--- config.mk ---
export PLATFORM = sky130hd
export DESIGN_NAME = bit_deser
export DESIGN_NICKNAME = d
export VERILOG_FILES = /design/src/rtl/bit_deser.sv
export SDC_FILE = /design/constraint.sdc
export NUM_CORES = 1
export LEC_CHECK = 0
export CAP_MARGIN = 10
export CORE_ASPECT_RATIO = 0.9
export CORE_MARGIN = 10
export CORE_UTILIZATION = 51
export DETAILED_ROUTE_END_ITERATION = 8
export HOLD_SLACK_MARGIN = 0.08
export MAX_ROUTING_LAYER = met4
export PLACE_DENSITY_LB_ADDON = 0.2
export SLEW_MARGIN = 30
export SYNTH_ARGS = -nofsm -noshare
export SYNTH_HDL_FRONTEND = slang
export SYNTH_SLANG_ARGS = --single-unit
--- constraint.sdc ---
create_clock -name clk -period 1.52 [get_ports clk]
set_input_delay 0.304 -clock clk [delete_from_list [all_inputs] [get_ports clk]]
set_output_delay 0.304 -clock clk [all_outputs]
set_load 0.02 [all_outputs]
--- src/rtl/bit_deser.sv ---
// Serial-to-parallel deserializer: hunts for a start bit (1), collects WIDTH data
// bits, checks the stop bit (0) and hands the word to a ready/valid output register.
module bit_deser #(
    parameter int WIDTH     = 8,
    parameter int MSB_FIRST = 1
) (
    input  logic             clk,
    input  logic             rst_n,
    input  logic             bit_in,
    input  logic             bit_vld,
    input  logic             out_rdy,
    output logic [WIDTH-1:0] word_out,
    output logic             word_vld,
    output logic             frm_err,
    output logic             overrun
);

    localparam int CW = $clog2(WIDTH + 1);

    typedef enum logic [1:0] {
        HUNT = 2'd0,
        DATA = 2'd1,
        STOP = 2'd2
    } state_t;

    state_t           state_q,   state_d;
    logic [CW-1:0]    cnt_q,     cnt_d;
    logic [WIDTH-1:0] shift_q,   shift_d;
    logic [WIDTH-1:0] word_q,    word_d;
    logic             vld_q,     vld_d;
    logic             frm_err_q, frm_err_d;
    logic             overrun_q, overrun_d;

    // State, data path and output registers
    always_ff @(posedge clk or negedge rst_n) begin
        if (!rst_n) begin
            state_q   <= HUNT;
            cnt_q     <= {CW{1'b0}};
            shift_q   <= {WIDTH{1'b0}};
            word_q    <= {WIDTH{1'b0}};
            vld_q     <= 1'b0;
            frm_err_q <= 1'b0;
            overrun_q <= 1'b0;
        end else begin
            state_q   <= state_d;
            cnt_q     <= cnt_d;
            shift_q   <= shift_d;
            word_q    <= word_d;
            vld_q     <= vld_d;
            frm_err_q <= frm_err_d;
            overrun_q <= overrun_d;
        end
    end

    // Next-state: framing FSM, shifting, output handshake and error flags
    always_comb begin
        state_d   = state_q;
        cnt_d     = cnt_q;
        shift_d   = shift_q;
        word_d    = word_q;
        frm_err_d = 1'b0;
        overrun_d = overrun_q;

        // A consuming edge empties the output unless a good frame reloads it below
        if (vld_q && out_rdy) begin
            vld_d = 1'b0;
        end else begin
            vld_d = vld_q;
        end

        if (bit_vld) begin
            case (state_q)
                HUNT: begin
                    if (bit_in) begin
                        state_d = DATA;
                        cnt_d   = {CW{1'b0}};
                    end else begin
                        state_d = HUNT;
                    end
                end
                DATA: begin
                    if (MSB_FIRST != 0) begin
                        shift_d = {shift_q[WIDTH-2:0], bit_in};
                    end else begin
                        shift_d = {bit_in, shift_q[WIDTH-1:1]};
                    end
                    cnt_d = cnt_q + CW'(1);
                    if (cnt_q == CW'(WIDTH - 1)) begin
                        state_d = STOP;
                    end else begin
                        state_d = DATA;
                    end
                end
                STOP: begin
                    state_d = HUNT;
                    if (bit_in) begin
                        frm_err_d = 1'b1;
                    end else if (!vld_q || out_rdy) begin
                        word_d = shift_q;
                        vld_d  = 1'b1;
                    end else begin
                        overrun_d = 1'b1;
                    end
                end
                default: begin
                    state_d = HUNT;
                    cnt_d   = {CW{1'b0}};
                end
            endcase
        end else begin
            state_d = state_q;
        end
    end

    assign word_out = word_q;
    assign word_vld = vld_q;
    assign frm_err  = frm_err_q;
    assign overrun  = overrun_q;

endmodule

* Word-level counts from Yosys, hierarchy flattened *
Cells that the tools add are included.

word-level totals
  flip-flop bits (word level) = 25
  input bits = 5
  output and inout port bits = 11
  word-level logic and storage cells = 36

operators by class
  add/sub/neg operators = 1
  equality and inequality tests = 4
  multiplexer cells = 13
  bitwise logic cells = 3
  reduce and logical (&&, ||, !) cells = 8

operators by type and width
  cell                                                              number
  4-bit case mux with 3 select lines                                1
  1-bit 2-to-1 mux                                                  9
  4-bit AND reduction                                               2
  4-bit by 1-bit adder with 4-bit output (second input constant)    1
  4-bit by 3-bit == test with 1-bit output (second input constant)  1
  4-bit 2-to-1 mux                                                  1
  2-bit case mux with 2 select lines                                1
  1-bit NOT                                                         3
  3-bit AND reduction                                               1
  2-bit by 1-bit == test with 1-bit output (second input constant)  1
  2-bit == test (second input constant)                             1
  2-bit logical NOT                                                 1
  2-bit 2-to-1 mux                                                  1
  2-bit inequality test (second input constant)                     1
  2-bit AND reduction                                               1
  1-bit logical AND                                                 1
  1-bit logical NOT                                                 1
  1-bit logical OR                                                  1

* Depth between registers and ports, before layout *
  depth in word-level cells = 6
  mapped depth = 5
  depth with buffers taken out = 4

* Worst setup path after synthesis *
OpenSTA, ideal clock, no wires.

  path kind = flip-flop to flip-flop
  start point = reg state_q[0]
  end point = reg word_q[0], in the netlist word_out[0]
  setup time = 125 ps
  arrival time = 1,126 ps
  required time = 1,395 ps
  path slack = 269 ps
  cell stages (with the launch flop) = 4
  buffers on the path = 0
  period minus slack after synthesis = 1,251 ps
  path through = dfrtp_1 > and4bb_4 > nand2_4 > mux2_4

on the way
  word-level cells in the longest chain between the ends = 2

RTL lines
  item                           line  RTL
  start, declared                26    state_t state_q, state_d;
  start signal, assigned         45    state_q <= state_d;
  2-bit == test                  72    case (state_q)
  4-bit AND reduction (no line)  --
  end signal, assigned           40    word_q <= {WIDTH{1'b0}};
  end signal, assigned           48    word_q <= word_d;
  end, declared                  29    logic [WIDTH-1:0] word_q, word_d;

Every way passes these cells.
A chain may end at the register's enable or synchronous reset.

* Final worst setup path *
  start point = reg word_q[0], in the netlist word_out[0]
  end point = out word_out[0]

RTL lines
  item           line  RTL
  end, declared  12    output logic [WIDTH-1:0] word_out,

No word-level cell between the ends.

==> results.md <==
- FF-to-FF End: word_out[1]$_DFFE_PN0P_
- Layout fillers: 157
- FF+latch area: approximately 630 µm²
- Slowest cell on crit path: dfrtp_1
- Area Growth Syn to Fin: 23.2%
- Clock sinks: 25
- Die area: roughly 4300 µm²
- CTS clk-pin slew, worst paths: 0.14 ns
- Number of max-cap violations: 0
- Crit path max fanout: 2
- Fin. Hold Viols: 0
- Least-Margin Pin Slew: 0.305 ns
- RSZ-0062 raised after global routing: false
- Drt drc: 0
- DIE HEIGHT: roughly 63 µm
- Synth top area cells: dfrtp_1 (59%), mux2_4 (11%), mux2_1 (8.5%), a22o_1 (1.7%), o32ai_1 (1.7%)
- Final setup vio count: 0
- Worst EP required: 1.22 ns
- CP arrival: 1.06 ns
- Cell family with most CP delay: flip-flops
- PwrDens: 1290 nW/µm²
- Sequential area share after synthesis: 59.1%
- Detail Placement HPWL: 1360 µm
- Worst skew pair latency: 0.32 ns
- Multi-input logic area: 409 µm²
- Crit path cell chain: dlygate4sd2_1
- Mapped Cells: 73
- Antenna diodes: 0
- H-tree levels: 1
- Origin of the critical flop-to-flop path: state_q[0]$_DFFE_PN0P_
- First-pass iteration count of the detailed router: 4
- Core ar.: between 1500 and 2000 µm²
- Synth area leader: dfrtp_1
- Share of cells above drive strength 1: 24.5%
- Worst ir drop on vdd: 0.886 mV
- CTS tree: yes
- Routability Congestion: 0.783
- Vias in the first global route: between 600 and 700
- CP peak stage delay: around 0.41 ns
- Rel. slew slack: 79.5%
- Pin count of the biggest net entering global routing: 26
- Final Net Count: between 100 and 150
- Initial drt markers: 10
- Clock skew: 0.0143 ns
- Fin crit share: 89.9%
- Number of cells on the worst reg-to-reg path: 3
- Die width: 68.0 µm
- Worst hold slack: 0.310 ns
- Status: complete, no violations
- Post-CTS setup buffer count: 0
- Yosys cell types: 25
- Grt total ovfl: 0
- Most common cell after layout, fill and taps aside: dfrtp_1
- Synthesized net count: 79
- Crit path buf inv count: 1
- R2R Setup Slk: 0.19 ns
- Global-route wire length before repair: 3160 µm
- GRT Overall Usage: 9.58%
- Initial antenna violation count: 0
- Setup crit end kind: output pin
- Number of gates resized after CTS: 11
- Post-DRT Antenna Nets: 0
- Slew Limit Fails: 0
- Worst hold path class: primary input to asynchronous set/reset pin
- Most frequent cells in the layout: dfrtp_1 (25), dlygate4sd2_1 (11), mux2_4 (8), mux2_1 (8), buf_4 (8)
- Maximum clock path buffer count: 2
- CP Launch Type: flop
- Via density per instance: 5.18
- Seq cells post-synth: 25
- Num CTS Buffers: 3
- CTS Hold Bufs: 0
- Total number of vias: 637
- Top cell type's share of synthesized area: 59.1%
- Port bufs: 15
- Avg Cell Area, Syn: around 15 µm²
- Initial core utilization: 54.2%
- Root Driver: clkbuf_4
- CP Class: flop to output pin
- Leakage: 0.676 nW
- DRT Wirelength: 1860 µm
- IO Count: 16
- Post-layout min period: ~1.4 ns
- Rows: 15
- DR WL/cell: 15.1 µm
- F_max: between 700 and 800 MHz
- Synthesized cell area: 1060 µm²
- Yosys warns: 0
- Tot Pwr: between 1.5 and 2 mW
final cells by class:
class,instances,share of cell area (%)
clock inverters,1,0.576
clock buffers,3,1.73
well taps,25,2.40
flip-flops and latches,25,48.0
multi-input cells,43,31.4
repair buffers,23,15.1
inverters,3,0.864
where the power goes:
| group | switching (mW) | internal, mW | leakage [nW] |
|---|---|---|---|
| Sequential | 0.141 | 0.836 | 0.315 |
| Clock | 0.200 | 0.101 | 0.0139 |
| Combinational | 0.170 | 0.234 | 0.347 |
worst max path at each step:
| stage | startpoint | endpoint | cells after the start |
|---|---|---|---|
| 2_1_floorplan | state_q[0]$_DFFE_PN0P_ | word_out[0]$_DFFE_PN0P_ | 3 |
| 3_3_place_gp | bit_in | word_out[1]$_DFFE_PN0P_ | 4 |
| 3_5_place_dp | bit_vld | word_out[5]$_DFFE_PN0P_ | 4 |
| 4_1_cts | word_out[5]$_DFFE_PN0P_ | word_out[5] | 1 |
| 5_1_grt | word_out[5]$_DFFE_PN0P_ | word_out[5] | 1 |
| 6_report | word_out[0]$_DFFE_PN0P_ | word_out[0] | 1 |
cells in the mapped netlist:
cell type	instances
nor2_1	2
nand2_4	1
o32ai_1	2
a22o_1	2
and4bb_4	1
a31o_2	1
nand2b_1	2
nand3_1	1
mux2i_1	1
buf_2	1
mux2_4	8
buf_4	1
ha_1	1
nor3_1	2
dfrtp_1	25
inv_1	3
o21ai_1	1
nor2b_1	2
a32o_1	1
a21o_1	1
mux2_2	1
a21oi_1	1
nand3b_1	1
mux2_1	8
nand2_1	3
per-stage QoR:
step / utilization, % / cell area, µm² / std cells / worst slack, ns / TNS, ns
after global placement: 66.0 / 1290 / 119 / -0.0973 / -0.971
after CTS: 66.8 / 1300 / 123 / 0.136 / 0
after global routing: 66.8 / 1300 / 123 / 0.0887 / 0
after detailed placement: 66.0 / 1290 / 119 / -0.122 / -1.31
final: 66.8 / 1300 / 123 / 0.154 / 0
after floorplan: - / 1060 / 73 / 0.269 / 0
flip-flops by register name, indices dropped and copies added, names as in the netlist:
register / cells
frm_err: 1
state_q: 2
word_out: 8
cnt_q: 4
word_vld: 1
overrun: 1
shift_q: 8
worst reg2reg max path: stages (launching register included):
cell	delay, ns
dfrtp_1	0.45
and4bb_4	0.35
nand2_4	0.12
mux2_4	0.32
layer usage:
| metal | vias up | global-route usage, % | wire, µm |
|---|---|---|---|
| met5 | - | - | 0 |
| met4 | 0 | 1.51 | 7 |
| met3 | 2 | 4.59 | 121 |
| met2 | 11 | 15.6 | 963 |
| met1 | 313 | 10.5 | 768 |
| li1 | 311 | - | - |
cells by family after synthesis:
kind of cell | Yosys count | synth area share (%)
AOI/OAI and AO/OA | 9 | 6.74
adders and majority gates | 1 | 1.18
muxes | 18 | 21.9
DFF | 25 | 59.1
and+or+nand+nor | 15 | 8.87
buffers and inverters | 5 | 2.25
Power figures use the tool's default switching activity.
